<file path="src/rtl/shift_rotate_pkg.sv">
// Shared definitions for the multi-cycle shift/rotate engine:
// opcode encodings and FSM state encoding.
package shift_rotate_pkg;

   localparam logic [2:0] OP_SHL = 3'b000;
   localparam logic [2:0] OP_SHR = 3'b001;
   localparam logic [2:0] OP_SAR = 3'b010;
   localparam logic [2:0] OP_ROL = 3'b011;
   localparam logic [2:0] OP_ROR = 3'b100;
   localparam logic [2:0] OP_RCL = 3'b101;

   typedef enum logic [1:0] {
      IDLE  = 2'd0,
      SHIFT = 2'd1,
      DONE  = 2'd2
   } state_t;

   // Opcodes 110 and 111 are reserved.
   function automatic logic op_legal(input logic [2:0] op);
      return op <= OP_RCL;
   endfunction

endpackage

</file>
<file path="src/rtl/shift_step.sv">
// Combinational single-bit shift/rotate step.
// Ports: w/carry   - current working value and carry
//        opcode    - operation select
//        w_next/carry_next - value and carry after one 1-bit step
module shift_step
   import shift_rotate_pkg::*;
#(
   parameter int unsigned WIDTH = 8
) (
   input  logic [WIDTH-1:0] w,
   input  logic             carry,
   input  logic [2:0]       opcode,
   output logic [WIDTH-1:0] w_next,
   output logic             carry_next
);

   // Carry always receives the bit leaving the operand.
   always_comb begin
      w_next     = w;
      carry_next = carry;
      case (opcode)
         OP_SHL: begin w_next = {w[WIDTH-2:0], 1'b0};       carry_next = w[WIDTH-1]; end
         OP_SHR: begin w_next = {1'b0, w[WIDTH-1:1]};       carry_next = w[0];       end
         OP_SAR: begin w_next = {w[WIDTH-1], w[WIDTH-1:1]}; carry_next = w[0];       end
         OP_ROL: begin w_next = {w[WIDTH-2:0], w[WIDTH-1]}; carry_next = w[WIDTH-1]; end
         OP_ROR: begin w_next = {w[0], w[WIDTH-1:1]};       carry_next = w[0];       end
         OP_RCL: begin w_next = {w[WIDTH-2:0], carry};      carry_next = w[WIDTH-1]; end
         default: ;
      endcase
   end

endmodule

</file>
<file path="src/rtl/shift_rotate_seq.sv">
// Multi-cycle shift/rotate engine: one bit position per clock.
// Ports: clk, rst (async active-high)
//        in_valid/in_ready, in_a, in_opcode, in_amt, in_cin - request handshake
//        out_valid/out_ready, out_result, out_carry, out_err - result handshake
module shift_rotate_seq
   import shift_rotate_pkg::*;
#(
   parameter int unsigned WIDTH   = 8,
   parameter int unsigned SHAMT_W = $clog2(WIDTH)
) (
   input  logic               clk,
   input  logic               rst,
   input  logic               in_valid,
   output logic               in_ready,
   input  logic [WIDTH-1:0]   in_a,
   input  logic [2:0]         in_opcode,
   input  logic [SHAMT_W-1:0] in_amt,
   input  logic               in_cin,
   output logic               out_valid,
   input  logic               out_ready,
   output logic [WIDTH-1:0]   out_result,
   output logic               out_carry,
   output logic               out_err
);

   state_t             state, state_next;
   logic [WIDTH-1:0]   w, w_step;
   logic               carry, carry_step;
   logic [SHAMT_W-1:0] count;
   logic [2:0]         op;
   logic               accept;
   logic               last_step;

   logic               in_ready_d, out_valid_d, out_carry_d, out_err_d;
   logic [WIDTH-1:0]   out_result_d;

   assign accept    = in_valid && in_ready;
   assign last_step = (count == SHAMT_W'(1));

   shift_step #(.WIDTH(WIDTH)) u_step (
      .w          (w),
      .carry      (carry),
      .opcode     (op),
      .w_next     (w_step),
      .carry_next (carry_step)
   );

   // State register.
   always_ff @(posedge clk or posedge rst) begin
      if (rst) state <= IDLE;
      else     state <= state_next;
   end

   // Next-state logic.
   always_comb begin
      state_next = state;
      case (state)
         IDLE: begin
            if (accept) begin
               if (!op_legal(in_opcode) || in_amt == '0) state_next = DONE;
               else                                      state_next = SHIFT;
            end
         end
         SHIFT: if (last_step) state_next = DONE;
         DONE:  if (out_ready) state_next = IDLE;
         default: state_next = IDLE;
      endcase
   end

   // Output logic: next values for the registered outputs.
   always_comb begin
      in_ready_d   = (state_next == IDLE);
      out_valid_d  = (state_next == DONE);
      out_result_d = out_result;
      out_carry_d  = out_carry;
      out_err_d    = out_err;
      if (state == IDLE && accept && state_next == DONE) begin
         // Zero-length or illegal request: operand passes straight through.
         out_result_d = in_a;
         out_carry_d  = (in_opcode == OP_RCL) ? in_cin : 1'b0;
         out_err_d    = !op_legal(in_opcode);
      end else if (state == SHIFT && last_step) begin
         out_result_d = w_step;
         out_carry_d  = carry_step;
         out_err_d    = 1'b0;
      end
   end

   // Output registers.
   always_ff @(posedge clk or posedge rst) begin
      if (rst) begin
         in_ready   <= 1'b1;
         out_valid  <= 1'b0;
         out_result <= '0;
         out_carry  <= 1'b0;
         out_err    <= 1'b0;
      end else begin
         in_ready   <= in_ready_d;
         out_valid  <= out_valid_d;
         out_result <= out_result_d;
         out_carry  <= out_carry_d;
         out_err    <= out_err_d;
      end
   end

   // Working datapath: loaded on accept, stepped once per SHIFT cycle.
   always_ff @(posedge clk or posedge rst) begin
      if (rst) begin
         w     <= '0;
         carry <= 1'b0;
         count <= '0;
         op    <= OP_SHL;
      end else if (state == IDLE && accept) begin
         w     <= in_a;
         carry <= (in_opcode == OP_RCL) ? in_cin : 1'b0;
         count <= in_amt;
         op    <= in_opcode;
      end else if (state == SHIFT) begin
         w     <= w_step;
         carry <= carry_step;
         count <= count - SHAMT_W'(1);
      end
   end

endmodule

</file>
<file path="config.mk">
export PLATFORM = sky130hd
export DESIGN_NAME = shift_rotate_seq
export DESIGN_NICKNAME = d
export VERILOG_FILES = /design/src/rtl/shift_rotate_pkg.sv /design/src/rtl/shift_step.sv /design/src/rtl/shift_rotate_seq.sv
export SDC_FILE = /design/constraint.sdc
export NUM_CORES = 1
export LEC_CHECK = 0
export ABC_CLOCK_PERIOD_IN_PS = 2000
export CAP_MARGIN = 40
export CORE_MARGIN = 2
export CORE_UTILIZATION = 30
export CTS_CLUSTER_DIAMETER = 50
export DETAILED_ROUTE_END_ITERATION = 8
export PLACE_DENSITY = 0.58
export SLEW_MARGIN = 40
export SYNTH_ARGS = -nofsm -noshare
export SYNTH_HDL_FRONTEND = slang
export SYNTH_SLANG_ARGS = --single-unit
</file>
<file path="constraint.sdc">
create_clock -name clk -period 2 [get_ports clk]
set_clock_uncertainty 0.1 [all_clocks]
set_input_delay 0.5 -clock clk [delete_from_list [all_inputs] [get_ports clk]]
set_output_delay 0.5 -clock clk [all_outputs]
set_load 0.005 [all_outputs]
</file>
==> results.py, run 1 <==
metrics = {
    "hold_path": {
        "hp-start": "out_err",
        "whs_endpoint": "out_err",
        "worstHoldPathCells": 1,
        "hold_path_class": "flip-flop to flip-flop",
    },
    "worst_setup_path": {
        "slowest_stage": "dfstp_2",
        "max_stage_delay_ps": 540,
        "critPathLaunchType": "flip-flop",
        "ff2ff_path_depth": 4,
        "crit_chain": "clkdlybuf4s50_1",
        "arrival_ps": 1310,
        "worst-path-max-fanout": 3,
        "r2r_slack_ps": 140,
        "critPathRequiredTime_ps": 1400,
        "cpLargestDelayFamily": "flip-flops",
        "endpoint_kind": "output pin",
        "reg2reg_from": "op[2]",
        "cp_num_buf_inv": 1,
        "crit_type": "flip-flop to output pin",
        "rr_endpoint": "out_result[0]",
    },
    "finish": {
        "finalInstanceArea_um2": 2315,
        "postLayoutCoreUtil": 0.4178,
        "drive_above_1_share": 0.1889,
        "regArea_um2": 726.9,
        "final_cell_mix": "clkdlybuf4s50_1 (30), dfrtp_1 (28), buf_4 (21), o21ai_0 (13)",
        "nets": 237,
        "multi_input_area_um2": 915.9,
        "instances_no_fill": 289,
        "area_growth_pct": 33.96,
        "layout_commonest_cell": "clkdlybuf4s50_1",
        "antennaDiodeCount": 0,
        "fill_cells": 568,
    },
    "die": {
        "ios": 31,
        "dieArea_um2": 6382,
        "die_x_um": 79.89,
        "core_region_area_um2": 5540,
        "initial_utilization": 0.3119,
        "die_h_um": 79.89,
        "num_rows": 27,
    },
    "outcome": {
        "outcome": "complete, no violations",
    },
    "detailed_routing": {
        "first_pass_iters": 4,
        "wl_per_cell_um": 14.93,
        "drt-total-wl_um": 4316,
        "vias": 1492,
        "vias_per_cell": 5.163,
        "drtIter0Drc": 82,
        "antenna_left": 0,
        "drc_errors": 0,
    },
    "cts": {
        "path_clk_slew_ps": 60,
        "clock_latency_ps": 280,
        "cts_root_buf": "clkbuf_8",
        "cts_sinks": 29,
        "cts_tree": "built",
        "cts-htree-levels": 2,
        "clockBufferDepth": 2,
        "cts_buffers": 5,
    },
    "placed_design": {
        "post-place-cells": 281,
        "io_buffers": 30,
        "dpl-instance-area_um2": 2208,
        "place_ws_ps": -208.6,
        "hpwl_um": 3175,
        "place.gp.congestion": 0.7768,
    },
    "synth": {
        "ys_ff_latch": 29,
        "yosys.area.top_type_share": 0.4055,
        "synth_nets": 191,
        "synth_edf_count": 0,
        "synthCells": 170,
        "yosys-top-cells-area": "dfrtp_1 (41%), a221o_1 (4.6%), mux2i_1 (4.1%)",
        "synthFlopType": "dfrtp_1",
        "postSynthAreaPerCell_um2": 10.16,
        "yosys_warnings": 0,
        "synthesis.area_um2": 1728,
        "ys_async_sr_fraction": 1.000,
        "synth_cell_types": 43,
        "synth_top_cell_by_area": "dfrtp_1",
        "seq_area_frac_synth": 0.4207,
    },
    "power_and_ir_drop": {
        "p_comb_frac": 0.564,
        "p_total_mw": 3.932,
        "seqPwrFrac": 0.300,
        "p_leak_nw": 1.031,
        "irDropWorstVdd_mv": 0.6253,
        "switching_power_mw": 1.547,
        "power_density_nw_per_um2": 1699,
        "switching_share": 0.3935,
        "p_int_mw": 2.385,
        "clockPowerShare": 0.136,
    },
    "sta": {
        "setup_violations": 0,
        "rsz0062_at_grt": "false",
        "finalHoldViolations": 0,
        "tightest_slew_ps": 383.0,
        "finalCritPeriodShare": 0.9551,
        "whs_ps": 414.2,
        "period_needed_ps": 1910,
        "setup_ws_ps": 89.76,
        "fmax_mhz": 523.5,
        "slew_violations": 0,
        "relSlewSlack": 0.7431,
        "tns_ps": 0,
    },
    "global_route": {
        "antenna_found_initial": 0,
        "grt.overflow.total": 0,
        "grt_start_max_net_pins": 30,
        "grt_pass1_wl_um": 7314,
        "grtUsageTotal": 0.1469,
        "grt_pass1_vias": 1452,
    },
    "flow_run": {
        "max_cap_violations": 0,
    },
}
## synth_stat cells (3+ instances only)
master	number
dfrtp_1	28
o21ai_0	13
a211oi_1	9
nand2_1	9
a221o_1	8
nor2b_1	8
a21o_1	7
a22o_1	7
mux2i_1	7
nor2_1	7
inv_1	6
and3_1	4
clkbuf_1	4
nor3_1	4
o22ai_1	4
buf_2	3
buf_4	3
mux2_2	3
o22ai_2	3
## flip-flops by register name (all words and copies together) (netlist names)
| register | count |
|---|---|
| op | 3 |
| carry | 1 |
| out_valid | 1 |
| state | 2 |
| out_err | 1 |
| in_ready | 1 |
| out_carry | 1 |
| count | 3 |
| w | 8 |
| out_result | 8 |
## power by group through the flow
stage	registers, mW	logic, mW	clock network, mW
after floorplan	1.10	1.55	0
after global placement	1.19	2.21	0
after detailed placement	1.19	2.21	0
after CTS	1.18	2.23	0.550
after global routing	1.23	2.44	0.580
final	1.18	2.22	0.535
## kinds of logic (layout without fill, tap and decap cells)
kind of cell / after synthesis / count (layout) / synth area share
buf+inv: 18 / 65 / 0.05213
fa+ha+maj: 2 / 2 / 0.01448
flops: 29 / 29 / 0.4207
compound gates: 64 / 64 / 0.2882
mux: 10 / 10 / 0.06010
simple gates: 45 / 45 / 0.1434
xor+xnor: 2 / 2 / 0.02100
## worst max path at each step
| stage | slack (ps) | start | depth (start not counted) | endpoint |
|---|---|---|---|---|
| after floorplan | 300 | in_opcode[2] | 5 | out_result[5] |
| after global placement | -200 | in_valid | 6 | out_carry |
| after detailed placement | -210 | in_opcode[1] | 6 | out_carry |
| after CTS | 70 | in_ready | 1 | in_ready |
| after global routing | 30 | op[0] | 4 | out_result[4] |
| final | 90 | in_ready | 1 | in_ready |
## layer usage
metal | GRT usage | share of wire | vias to the layer above
li1 | - | - | 732
met1 | 0.2006 | 0.47 | 721
met2 | 0.2292 | 0.47 | 31
met3 | 0.03507 | 0.042 | 8
met4 | 0.04576 | 0.016 | 0
met5 | 0 | 0 | -
## what timing repair did
item,CTS,global route
setup buffers,0,0
endpoints found under the setup margin,0,1
hold buffers,0,0
gates resized for setup,0,2
## layout make-up
class	count	share of cell area
multi-input cells	123	0.3957
well taps	72	0.03892
inverters	6	0.009730
flip-flops and latches	29	0.3141
repair buffers	51	0.1978
clock buffers	7	0.04162
clock inverters	1	0.002162
(Power assumes the default switching activity.)
==> run 2: changes to the inputs <==
--- a/config.mk
+++ b/config.mk
@@ -11,6 +11,7 @@
 export CORE_UTILIZATION = 30
 export CTS_CLUSTER_DIAMETER = 50
 export DETAILED_ROUTE_END_ITERATION = 8
+export HOLD_SLACK_MARGIN = 0.05
 export PLACE_DENSITY = 0.58
 export SLEW_MARGIN = 40
 export SYNTH_ARGS = -nofsm -noshare
==> results of run 2 <==
Final layout, timing and power as in run 1 (identical DEF).
==> run 3: changes to the inputs <==
--- a/config.mk
+++ b/config.mk
@@ -7,12 +7,14 @@
 export LEC_CHECK = 0
 export ABC_CLOCK_PERIOD_IN_PS = 2000
 export CAP_MARGIN = 40
+export CORE_ASPECT_RATIO = 1.75
 export CORE_MARGIN = 2
 export CORE_UTILIZATION = 30
 export CTS_CLUSTER_DIAMETER = 50
 export DETAILED_ROUTE_END_ITERATION = 8
 export HOLD_SLACK_MARGIN = 0.05
 export PLACE_DENSITY = 0.58
+export REMOVE_ABC_BUFFERS = 1
 export SLEW_MARGIN = 40
 export SYNTH_ARGS = -nofsm -noshare
 export SYNTH_HDL_FRONTEND = slang
==> run 3 against run 2 <==
Clock power grew 21%. Maximum frequency shrank 1.0%. Setup slack lost 20 ps. Count of clock-buffer cells in the layout shrank 1. Via count grew 2.7%. Cell count grew 2.1%. Critical path depth is the same. Largest cell class unchanged. Critical endpoint unchanged.
==> results.py, run 3 (synthesis results as in run 1) <==
metrics = {
    "outcome": {
        "outcome": "complete, no violations",
    },
    "placed_design": {
        "hpwl_um": 3524,
        "io_buffers": 30,
        "place.gp.congestion": 0.7834,
    },
    "finish": {
        "multi_input_area_um2": 912.1,
        "antennaDiodeCount": 0,
        "reg_top3": "out_result (8), w (8)",
        "area_growth_pct": 36.79,
        "drive_above_1_share": 0.1963,
        "final_cell_mix": "clkdlybuf4s50_1 (30), dfrtp_1 (27), buf_4 (22), o21ai_0 (13)",
        "postLayoutCoreUtil": 0.4232,
        "regArea_um2": 728.2,
        "fill_cells": 563,
        "layout_commonest_cell": "clkdlybuf4s50_1",
        "nets": 239,
    },
    "die": {
        "dieArea_um2": 6407,
        "initial_utilization": 0.3094,
        "num_rows": 36,
        "core_region_area_um2": 5585,
        "die_x_um": 61.37,
        "ios": 31,
        "die_h_um": 104.4,
    },
    "detailed_routing": {
        "drc_errors": 0,
        "vias_per_cell": 5.193,
        "antenna_left": 0,
        "first_pass_iters": 4,
        "drt-total-wl_um": 4743,
        "vias": 1532,
        "wl_per_cell_um": 16.08,
        "drtIter0Drc": 37,
    },
    "sta": {
        "whs_ps": 383.3,
        "tns_ps": 0,
        "finalHoldViolations": 0,
        "tightest_slew_ps": 396.3,
        "setup_violations": 0,
        "fmax_mhz": 518.0,
        "relSlewSlack": 0.7355,
        "period_needed_ps": 1930,
        "rsz0062_at_grt": "false",
        "slew_violations": 0,
        "finalCritPeriodShare": 0.9652,
    },
    "worst_setup_path": {
        "r2r_slack_ps": 110,
        "max_stage_delay_ps": 540,
        "crit_start": "in_ready",
        "critPathLaunchType": "flip-flop",
        "critPathRequiredTime_ps": 1400,
        "worst-path-max-fanout": 3,
        "cp_num_buf_inv": 1,
        "cpLargestDelayFamily": "flip-flops",
        "ff2ff_path_depth": 4,
        "slowest_stage": "dfstp_2",
        "rr_endpoint": "out_result[0]",
        "arrival_ps": 1330,
        "crit_chain": "clkdlybuf4s50_1",
        "endpoint_kind": "output pin",
        "crit_type": "flip-flop to output pin",
        "reg2reg_from": "op[2]",
    },
    "cts": {
        "cts_root_buf": "clkbuf_8",
        "clockBufferDepth": 2,
        "path_clk_slew_ps": 70,
        "clock_latency_ps": 290,
        "cts_setup_buffers": 0,
        "cts_tree": "built",
        "cts_sinks": 29,
        "cts-htree-levels": 2,
        "cts_buffers": 5,
        "hold_buffers": 0,
    },
    "power_and_ir_drop": {
        "p_leak_nw": 1.048,
        "power_density_nw_per_um2": 1728,
        "irDropWorstVdd_mv": 0.4866,
    },
    "global_route": {
        "grt_start_max_net_pins": 22,
        "grt.overflow.total": 0,
        "grt_pass1_wl_um": 7852,
        "grt_pass1_vias": 1602,
        "grtUsageTotal": 0.1643,
        "antenna_found_initial": 0,
    },
    "flow_run": {
        "max_cap_violations": 0,
    },
    "hold_path": {
        "hold_path_class": "input pin to asynchronous set/reset pin",
    },
}
run 3: timing repair:
item | CTS | global route
setup endpoints to repair | 0 | 3
hold endpoints to repair | 0 | 0
resized for setup | 0 | 2
run 3: worst max path at each step:
stage | cells after the start | endpoint | slack, ps
after floorplan | 4 | out_result[1] | 20
after global placement | 6 | out_result[6] | -210
after detailed placement | 6 | out_result[5] | -230
after CTS | 4 | out_result[0] | 60
after global routing | 7 | out_result[2] | 7
final | 1 | in_ready | 70
run 3: area by class of cell:
type,instances,area share
Inverter,6,0.009529
Tap cell,76,0.04023
Clock inverter,2,0.01588
Clock buffer,6,0.03494
Timing Repair Buffer,53,0.2054
Multi-Input combinational cell,123,0.3859
Sequential cell,29,0.3081
run 3: per-layer routing:
layer  global-route usage  vias to the layer above  share of wire
li1                     -                      743              -
met1               0.1945                      754           0.40
met2               0.2736                       25           0.55
met3              0.02736                       10          0.027
met4              0.08055                        0          0.027
met5                    0                        -              0
run 3: through the flow:
stage          instances  instance area, um^2  setup slack, ps  total power, mW
2_1_floorplan        158                 1660            20.01            2.537
3_3_place_gp         287                 2241           -208.2            3.393
3_5_place_dp         287                 2241           -225.9            3.422
4_1_cts              295                 2361            56.84            4.097
5_1_grt              295                 2364            7.152            4.380
6_report             295                 2364            69.65            4.085
run 3: power breakdown:
part / total (mW) / switching, mW / internal, mW
sequential: 1.21 / 0.321 / 0.885
clock: 0.649 / 0.244 / 0.405
combinational: 2.23 / 1.04 / 1.19
total: 4.08 / 1.60 / 2.48
